--- config.mk ---
export PLATFORM = sky130hd
export DESIGN_NAME = avalon_interface
export DESIGN_NICKNAME = d
export VERILOG_FILES = /design/src/rtl/avalon_pkg.sv /design/src/rtl/avalon_addr_decode.sv /design/src/rtl/avalon_interface.sv
export SDC_FILE = /design/constraint.sdc
export NUM_CORES = 1
export LEC_CHECK = 0
export ABC_AREA = 0
export CAP_MARGIN = 20
export CORE_ASPECT_RATIO = 0.7
export CORE_MARGIN = 5
export CORE_UTILIZATION = 48
export CTS_BUF_LIST = sky130_fd_sc_hd__clkbuf_8 sky130_fd_sc_hd__clkbuf_16
export CTS_CLUSTER_DIAMETER = 80
export DETAILED_ROUTE_END_ITERATION = 12
export GPL_TIMING_DRIVEN = 0
export PLACE_DENSITY = 0.85
export SLEW_MARGIN = 0
export SYNTH_ARGS = -nofsm -noshare
export SYNTH_HDL_FRONTEND = slang
export SYNTH_SLANG_ARGS = --single-unit
export TNS_END_PERCENT = 100
--- constraint.sdc ---
create_clock -name clk -period 2.7 [get_ports clk]
set_input_delay 0.405 -clock clk [delete_from_list [all_inputs] [get_ports clk]]
set_output_delay 0.405 -clock clk [all_outputs]
set_load 0.05 [all_outputs]
--- src/rtl/avalon_pkg.sv ---
// Shared definitions for the classifier Avalon-MM slave: address map, handshake states, response codes.
package avalon_pkg;

  localparam logic [10:0] CTRL_ADDR    = 11'h000;
  localparam logic [10:0] SCRATCH_ADDR = 11'h001;
  localparam logic [10:0] RESULT_BASE  = 11'h002;
  localparam logic [10:0] PIXEL_BASE   = 11'h010;
  localparam logic [10:0] WEIGHT_BASE  = 11'h400;

  localparam int DEF_NUM_PIXELS  = 784;
  localparam int DEF_NUM_CLASSES = 10;

  localparam logic [1:0] RESP_OKAY   = 2'b00;
  localparam logic [1:0] RESP_DECERR = 2'b11;

  typedef enum logic [1:0] {
    IDLE,
    BUSY,
    ACCEPT,
    RESP
  } state_t;

  typedef enum logic [2:0] {
    RGN_NONE,
    RGN_CTRL,
    RGN_SCRATCH,
    RGN_RESULT,
    RGN_PIXEL,
    RGN_WEIGHT
  } region_t;

  // First address past a region of the given depth.
  function automatic logic [10:0] region_limit(input logic [10:0] base, input int depth);
    return base + 11'(depth);
  endfunction

endpackage

--- src/rtl/avalon_addr_decode.sv ---
// Combinational address decoder: word address -> region, region-relative index, decode error.
module avalon_addr_decode
  import avalon_pkg::*;
#(
  parameter int NUM_PIXELS  = DEF_NUM_PIXELS,
  parameter int NUM_CLASSES = DEF_NUM_CLASSES
) (
  input  logic [10:0] addr_i,
  output region_t     region_o,
  output logic [9:0]  index_o,
  output logic        dec_err_o
);

  localparam logic [10:0] RESULT_LIMIT = region_limit(RESULT_BASE, NUM_CLASSES);
  localparam logic [10:0] PIXEL_LIMIT  = region_limit(PIXEL_BASE, NUM_PIXELS);
  localparam logic [10:0] WEIGHT_LIMIT = region_limit(WEIGHT_BASE, NUM_PIXELS);

  always_comb begin
    region_o = RGN_NONE;
    index_o  = '0;
    if (addr_i == CTRL_ADDR) begin
      region_o = RGN_CTRL;
    end else if (addr_i == SCRATCH_ADDR) begin
      region_o = RGN_SCRATCH;
    end else if (addr_i >= RESULT_BASE && addr_i < RESULT_LIMIT) begin
      region_o = RGN_RESULT;
      index_o  = 10'(addr_i - RESULT_BASE);
    end else if (addr_i >= PIXEL_BASE && addr_i < PIXEL_LIMIT) begin
      region_o = RGN_PIXEL;
      index_o  = 10'(addr_i - PIXEL_BASE);
    end else if (addr_i >= WEIGHT_BASE && addr_i < WEIGHT_LIMIT) begin
      region_o = RGN_WEIGHT;
      index_o  = 10'(addr_i - WEIGHT_BASE);
    end
  end

  assign dec_err_o = (region_o == RGN_NONE);

endmodule

--- src/rtl/avalon_interface.sv ---
// Avalon-MM slave front end for the classifier: capture, one busy cycle, one accept cycle
// (waitrequest low, write data sampled), then a one-cycle response; bursts repeat busy/accept per beat.
module avalon_interface
  import avalon_pkg::*;
#(
  parameter int NUM_PIXELS  = DEF_NUM_PIXELS,
  parameter int NUM_CLASSES = DEF_NUM_CLASSES
) (
  input  logic        clk,
  input  logic        n_rst,
  input  logic        write,
  input  logic        read,
  input  logic        beginbursttransfer,
  input  logic [9:0]  burstcount,
  input  logic [10:0] address,
  input  logic [31:0] writedata,
  output logic [31:0] readdata,
  input  logic [31:0] result_output,
  input  logic        done_calc,
  output logic [9:0]  weight_address,
  output logic        w_enable_weights,
  output logic [9:0]  pixel_address,
  output logic        w_enable_pixels,
  output logic [15:0] store_data,
  output logic [3:0]  output_address,
  output logic        readdatavalid,
  output logic        writeresponsevalid,
  output logic        waitrequest,
  output logic        start_calc,
  output logic [1:0]  response
);

  state_t      state_q, state_d;
  region_t     rgn_q, rgn_d;
  region_t     dec_rgn;
  logic [9:0]  dec_idx;
  logic        dec_err;

  logic [10:0] idx_q, idx_d;
  logic [9:0]  beats_q, beats_d;
  logic        wr_cmd_q, wr_cmd_d;
  logic        err_q, err_d;
  logic [31:0] scratch_q, scratch_d;
  logic        done_q, done_d;
  logic        busy_q, busy_d;
  logic [31:0] rdata_q, rdata_d;
  logic [1:0]  resp_q, resp_d;
  logic        rdv_q, rdv_d;
  logic        wrv_q, wrv_d;
  logic        start_q, start_d;
  logic        wen_px_q, wen_px_d;
  logic        wen_wt_q, wen_wt_d;
  logic [9:0]  px_addr_q, px_addr_d;
  logic [9:0]  wt_addr_q, wt_addr_d;
  logic [15:0] store_q, store_d;
  logic [3:0]  oaddr_q, oaddr_d;
  logic        beat_err;
  logic        in_range;

  avalon_addr_decode #(
    .NUM_PIXELS (NUM_PIXELS),
    .NUM_CLASSES(NUM_CLASSES)
  ) u_decode (
    .addr_i   (address),
    .region_o (dec_rgn),
    .index_o  (dec_idx),
    .dec_err_o(dec_err)
  );

  always_comb begin
    state_d   = state_q;
    rgn_d     = rgn_q;
    idx_d     = idx_q;
    beats_d   = beats_q;
    wr_cmd_d  = wr_cmd_q;
    err_d     = err_q;
    scratch_d = scratch_q;
    done_d    = done_q;
    busy_d    = busy_q;
    rdata_d   = rdata_q;
    resp_d    = resp_q;
    px_addr_d = px_addr_q;
    wt_addr_d = wt_addr_q;
    store_d   = store_q;
    oaddr_d   = oaddr_q;
    rdv_d     = 1'b0;
    wrv_d     = 1'b0;
    start_d   = 1'b0;
    wen_px_d  = 1'b0;
    wen_wt_d  = 1'b0;
    beat_err  = 1'b0;
    in_range  = (idx_q < 11'(NUM_PIXELS));

    if (done_calc) begin
      done_d = 1'b1;
      busy_d = 1'b0;
    end

    case (state_q)
      IDLE: begin
        if (read || write) begin
          state_d  = BUSY;
          wr_cmd_d = write;
          rgn_d    = dec_rgn;
          idx_d    = {1'b0, dec_idx};
          err_d    = dec_err;
          // Bursts are honoured only for writes; a burst read runs as one beat.
          if (write && beginbursttransfer) begin
            beats_d = (burstcount == 10'd0) ? 10'd1 : burstcount;
          end else begin
            beats_d = 10'd1;
          end
          if (dec_rgn == RGN_RESULT) begin
            oaddr_d = dec_idx[3:0];
          end
        end
      end

      BUSY: state_d = ACCEPT;

      ACCEPT: begin
        if (wr_cmd_q) begin
          case (rgn_q)
            RGN_CTRL: begin
              // A start issued in the same cycle as done_calc overrides it.
              if (writedata[0]) begin
                start_d = 1'b1;
                done_d  = 1'b0;
                busy_d  = 1'b1;
              end
            end
            RGN_SCRATCH: scratch_d = writedata;
            RGN_PIXEL: begin
              if (in_range) begin
                wen_px_d  = 1'b1;
                px_addr_d = idx_q[9:0];
                store_d   = writedata[15:0];
              end else begin
                beat_err = 1'b1;
              end
            end
            RGN_WEIGHT: begin
              if (in_range) begin
                wen_wt_d  = 1'b1;
                wt_addr_d = idx_q[9:0];
                store_d   = writedata[15:0];
              end else begin
                beat_err = 1'b1;
              end
            end
            default: beat_err = 1'b1;
          endcase

          err_d = err_q | beat_err;
          if (beats_q > 10'd1) begin
            beats_d = beats_q - 10'd1;
            idx_d   = idx_q + 11'd1;
            state_d = BUSY;
          end else begin
            state_d = RESP;
            wrv_d   = 1'b1;
            resp_d  = (err_q | beat_err) ? RESP_DECERR : RESP_OKAY;
          end
        end else begin
          state_d = RESP;
          rdv_d   = 1'b1;
          rdata_d = '0;
          resp_d  = RESP_OKAY;
          case (rgn_q)
            RGN_CTRL:    rdata_d = {30'b0, busy_q, done_q};
            RGN_SCRATCH: rdata_d = scratch_q;
            RGN_RESULT:  rdata_d = result_output;
            default:     resp_d  = RESP_DECERR;
          endcase
        end
      end

      RESP: state_d = IDLE;

      default: state_d = IDLE;
    endcase
  end

  always_ff @(posedge clk) begin
    if (n_rst) begin
      state_q   <= IDLE;
      rgn_q     <= RGN_NONE;
      idx_q     <= '0;
      beats_q   <= '0;
      wr_cmd_q  <= 1'b0;
      err_q     <= 1'b0;
      scratch_q <= '0;
      done_q    <= 1'b0;
      busy_q    <= 1'b0;
      rdata_q   <= '0;
      resp_q    <= RESP_OKAY;
      rdv_q     <= 1'b0;
      wrv_q     <= 1'b0;
      start_q   <= 1'b0;
      wen_px_q  <= 1'b0;
      wen_wt_q  <= 1'b0;
      px_addr_q <= '0;
      wt_addr_q <= '0;
      store_q   <= '0;
      oaddr_q   <= '0;
    end else begin
      state_q   <= state_d;
      rgn_q     <= rgn_d;
      idx_q     <= idx_d;
      beats_q   <= beats_d;
      wr_cmd_q  <= wr_cmd_d;
      err_q     <= err_d;
      scratch_q <= scratch_d;
      done_q    <= done_d;
      busy_q    <= busy_d;
      rdata_q   <= rdata_d;
      resp_q    <= resp_d;
      rdv_q     <= rdv_d;
      wrv_q     <= wrv_d;
      start_q   <= start_d;
      wen_px_q  <= wen_px_d;
      wen_wt_q  <= wen_wt_d;
      px_addr_q <= px_addr_d;
      wt_addr_q <= wt_addr_d;
      store_q   <= store_d;
      oaddr_q   <= oaddr_d;
    end
  end

  assign waitrequest        = (state_q != ACCEPT);
  assign readdata           = rdata_q;
  assign response           = resp_q;
  assign readdatavalid      = rdv_q;
  assign writeresponsevalid = wrv_q;
  assign start_calc         = start_q;
  assign w_enable_pixels    = wen_px_q;
  assign w_enable_weights   = wen_wt_q;
  assign pixel_address      = px_addr_q;
  assign weight_address     = wt_addr_q;
  assign store_data         = store_q;
  assign output_address     = oaddr_q;

endmodule

* Word-level counts from Yosys, hierarchy flattened *
Index checks and enable logic that the tools add are counted.

cells by class
  add/subtract/negate cells = 5
  order comparisons = 8
  eq/ne operators = 15
  multiplexer cells = 50
  bitwise gates (word level) = 6
  reduce and logical (&&, ||, !) cells = 28

operator list
  kind                   count
  $mux 10                10
  $pmux 32 s3            1
  $mux 11                3
  $lt 11x10->1 const B   2
  $pmux 11 s2            1
  $pmux 10 s2            1
  $sub 10x1->10 const B  2
  $mux 1                 19
  $reduce_and 4->1       4
  $mux 3                 5
  $mux 2                 7
  $reduce_or 4->1        3
  $add 11x1->11 const B  1
  $eq 11x1->1 const B    1
  $ge 11x11->1 const B   1
  $ge 11x2->1 const B    1
  $ge 11x5->1 const B    1
  $logic_not 11->1       1
  $lt 11x11->1 const B   1
  $lt 11x4->1 const B    1
  $gt 10x1->1 const B    1
  $logic_not 10->1       1
  $ne 2x2->1 const B     5
  $sub 10x2->10 const B  1
  other kinds (19)       38

storage, ports and cells
  bits in registers = 141
  input bits = 91
  output and inout port bits = 80
  word-level logic and storage cells = 132

* Logic depth before layout (Yosys ltp) *
  depth after elaboration = 10
  mapped depth = 9
  gate-level depth less buffers = 8

* Modules after synthesis *
Synthesis repeated with hierarchy kept, for this count alone.

unflattened totals
  cell total of the unflattened synthesis = 773
  area total of the unflattened synthesis = 6,556.3 um^2

by module, submodules not included
  module              instances  cells each  area each (um^2)  seq. area each (um^2)
  avalon_interface    1          693         6,039.5           2,802.7
  avalon_addr_decode  1          80          516.7             0.0

* Worst setup path after synthesis *
OpenSTA, ideal clock, no wires.

  kind = reg2reg
  start = register beats_q[5]
  end = register beats_q[7]
  setup time = 0.115 ns
  arrival time = 1.989 ns
  required time = 2.585 ns
  slack = 0.597 ns
  stages on the path, launching flop included = 7
  path buffers = 1
  period minus slack after synthesis = 2.103 ns
  path through = dfxtp_1 or4_4 or4_4 o21ai_4 buf_6 nor2_1 o21a_1

between the ends
  word-level cells in the longest chain between the ends = 4
  elaborated cells between the ends (all ways) = 7
  classes of those cells = add/sub: 1; order compare: 1; eq/ne: 1; mux: 3; reduce/logical: 1

RTL lines
  element                 line                     source
  start, declared         avalon_interface.sv:40   logic [9:0] beats_q, beats_d;
  start signal, assigned  avalon_interface.sv:210  beats_q <= beats_d;
  $sub 10x1->10           avalon_interface.sv:156  beats_d = beats_q - 10'd1;
  $mux 10                 avalon_interface.sv:155  if (beats_q > 10'd1) begin
  $mux 10                 avalon_interface.sv:122  if (wr_cmd_q) begin
  $pmux 10 s2             avalon_interface.sv:99   case (state_q)

Parallel ways exist; a longest one is shown, timed or not. The select of a mux whose other input is x is not followed.
A chain may end at the register's enable or synchronous reset.

* Worst setup path in the final report *
  start = register state_q[1]
  end = output waitrequest

between the ends
  word-level cells in the longest chain between the ends = 1

RTL lines
  element                 line                     source
  start, declared         avalon_interface.sv:33   state_t state_q, state_d;
  start signal, assigned  avalon_interface.sv:207  state_q <= state_d;
  $ne 2x2->1              avalon_interface.sv:230  assign waitrequest = (state_q != ACCEPT);
  end, declared           avalon_interface.sv:28   output logic waitrequest,

Every way passes these cells.

==> impl_metrics.py <==
metrics = {
    "logic_synthesis": {
        "yosys_warnings": 0,
        "synth_top_flop_cell": "dfxtp_1",
        "synth.distinct_cells": 60,
        "netlist_area_sq_um": 6200,
        "ys_top_cells_by_area": "dfxtp_1, nor2_1, nand2_1, a21oi_1, mux2i_1",
        "yosys.area.top_type": "dfxtp_1",
        "synth_nets": 858,
        "ys_seq_area_frac": 0.452,
        "synthArstFlopShare": 0,
        "syn_area_per_cell_sq_um": 8.17,
        "syn_inst": 758,
        "synth-edff-count": 0,
        "synth_seq_cells": 140,
        "synth_top_cell_area_share": 0.452,
    },
    "global_route": {
        "grt_pass1_wl_mm": 33.2,
        "grt_max_degree": 17,
        "grt-ovfl-total": 0,
        "antenna_found_initial": 0,
        "grt_usage": 0.267,
        "grt_pass1_vias": 6305,
    },
    "power": {
        "peakVddDrop_mv": 0.592,
        "power_leakage_uw": 0.00326,
        "power_uw": 5530,
        "p_per_area_nw_per_um2": 637,
    },
    "place": {
        "hpwl_mm": 14.9,
        "placed_area_sq_um": 8080,
        "io_buffer_count": 168,
        "place.gp.congestion": 0.932,
    },
    "flow_run": {
        "maxCapViolCount": 0,
    },
    "finish": {
        "syn_to_final_growth_pct": 40.0,
        "fin_util": 0.691,
        "drive_gt1_frac": 0.0575,
        "n_antenna_cell": 0,
        "nNetsFinal": 1045,
        "design_area_sq_um": 8680,
        "final_cell_mix": "clkdlybuf4s50_1, dfxtp_1, nor2_1, nand2_1, a21oi_1",
        "layout_commonest_cell": "clkdlybuf4s50_1",
        "fillers": 1026,
    },
    "clocking": {
        "numCtsBuffers": 17,
        "root_buffer": "clkbuf_16",
        "cts_tree": "yes",
        "clk_pin_slew_worst_paths_ns": 0.06,
        "clock_latency_ns": 0.42,
        "cts_resized": 5,
        "cts_buffer_depth": 2,
        "clock-sinks": 140,
        "cts_setup_buffers": 0,
        "ctsHoldBuffers": 0,
        "htreeDepth": 4,
    },
    "die": {
        "fp.dieH_microns": 105,
        "ios": 171,
        "die_x_microns": 146,
        "die-area_sq_um": 15300,
        "core_sq_um": 12500,
        "start_util": 0.494,
        "rows": 34,
    },
    "critical_path": {
        "cp.arrival_ns": 2.15,
        "path_class": "flip-flop to output pin",
        "path_max_fanout": 10,
        "critPathRequiredTime_ns": 2.30,
        "crit_path_start_kind": "flip-flop",
        "end_kind": "output pin",
    },
    "routing": {
        "wire_per_inst_microns": 18.6,
        "drtPass1Iterations": 6,
        "ant_nets": 0,
        "drt-vias-per-instance": 5.87,
        "wl_mm": 20.8,
        "drc": 0,
        "drtIter0Drc": 644,
        "vias": 6570,
    },
    "sta": {
        "setup_viol": 0,
        "hold_violations": 0,
        "timing.final.max_slew_violations": 0,
        "period_minus_slack_ns": 2.55,
        "finalCritPeriodShare": 0.945,
        "relSlewSlack": 0.296,
        "worstMarginPinSlew_ns": 1.05,
        "fin_tns_setup_ns": 0,
        "rsz0062_at_grt": "no",
        "fin_skew_ns": 0.0121,
        "hold_ws_ns": 0.456,
        "clock.fmax_mhz": 392,
    },
    "min_path": {
        "min_path_type": "flip-flop to flip-flop",
    },
    "outcome": {
        "status": "complete, no violations",
    },
}
## cells in the mapped netlist, types with 4 or more instances
master    count
clkbuf_1     49
o21a_1        4
a21oi_1      71
inv_1        14
xnor2_1       4
nand3_1      11
o21ai_0      26
and2_1        4
nor4_1        8
nor3_1       53
mux2i_1      31
or4_1         4
a221oi_1     34
nand2_1     103
and3_1        5
nor2_1      104
o21ai_1       5
dfxtp_1     140
a22oi_1       6
ha_1          9
nand4_1       4
a31oi_1       9
## layout make-up
cell class	count	area, sq um	area share
Clock inverter	14	148	0.0170
Tap cell	162	203	0.0234
Timing Repair Buffer	168	1680	0.194
Inverter	15	56.3	0.00649
Clock buffer	17	425	0.0490
Multi-Input combinational cell	547	3130	0.361
Sequential cell	140	2800	0.323
Buffer	56	230	0.0265
## logic make-up after synthesis
family / after synthesis / synth area share
multiplexers: 31 / 0.0501
AND/OR/NAND/NOR: 313 / 0.224
adder cells (fa/ha/maj): 9 / 0.0182
buffers and inverters: 71 / 0.0458
AO/OA/AOI/OAI: 189 / 0.202
flip-flops: 140 / 0.452
XOR/XNOR: 5 / 0.00707
## metal layers
layer | part of all wire | GRT usage
met5 | 0 | 0
met4 | 0.012 | 0.0657
met3 | 0.11 | 0.0839
met2 | 0.43 | 0.393
met1 | 0.45 | 0.380
## path summary, 6_finish.rpt
kind,startpoint,to,slack [ns],depth (start not counted)
worst max register to register,wr_cmd_q,beats_q[9],0.17,7
worst min register to register,scratch_q[12],scratch_q[12],0.46,2
worst max-delay path,state_q[1],waitrequest,0.15,5
worst min-delay path,scratch_q[12],scratch_q[12],0.46,2
## registers in the layout, summed over array words and instances (netlist names)
register            cells
readdata               32
scratch_q              32
store_data             16
idx_q                  11
beats_q                10
pixel_address          10
weight_address         10
output_address          4
rgn_q                   3
state_q                 2
busy_q                  1
done_q                  1
err_q                   1
readdatavalid           1
response                1
start_calc              1
w_enable_pixels         1
w_enable_weights        1
wr_cmd_q                1
writeresponsevalid      1
## stage by stage
stage,setup slack [ns],cells
after floorplan,0.597,758
after global placement,-0.267,1088
after detailed placement,-0.261,1088
after CTS,0.00529,1119
after global routing,0.0183,1119
final,0.148,1119
## worst max-delay path, cell delays in order, from the launching register on
cell and delay, ns:
dfxtp_1 0.44, inv_1 0.17, nor2_4 0.29, inv_2 0.16
clkbuf_2 0.27, clkdlybuf4s15_2 0.38
## power breakdown
| part | internal, uW | leakage, uW | switching [uW] |
|---|---|---|---|
| clock | 1360 | 0.000273 | 923 |
| combinational | 399 | 0.00185 | 633 |
| sequential | 2150 | 0.00113 | 66.9 |
No activity file was read; power rests on OpenSTA's default activity.
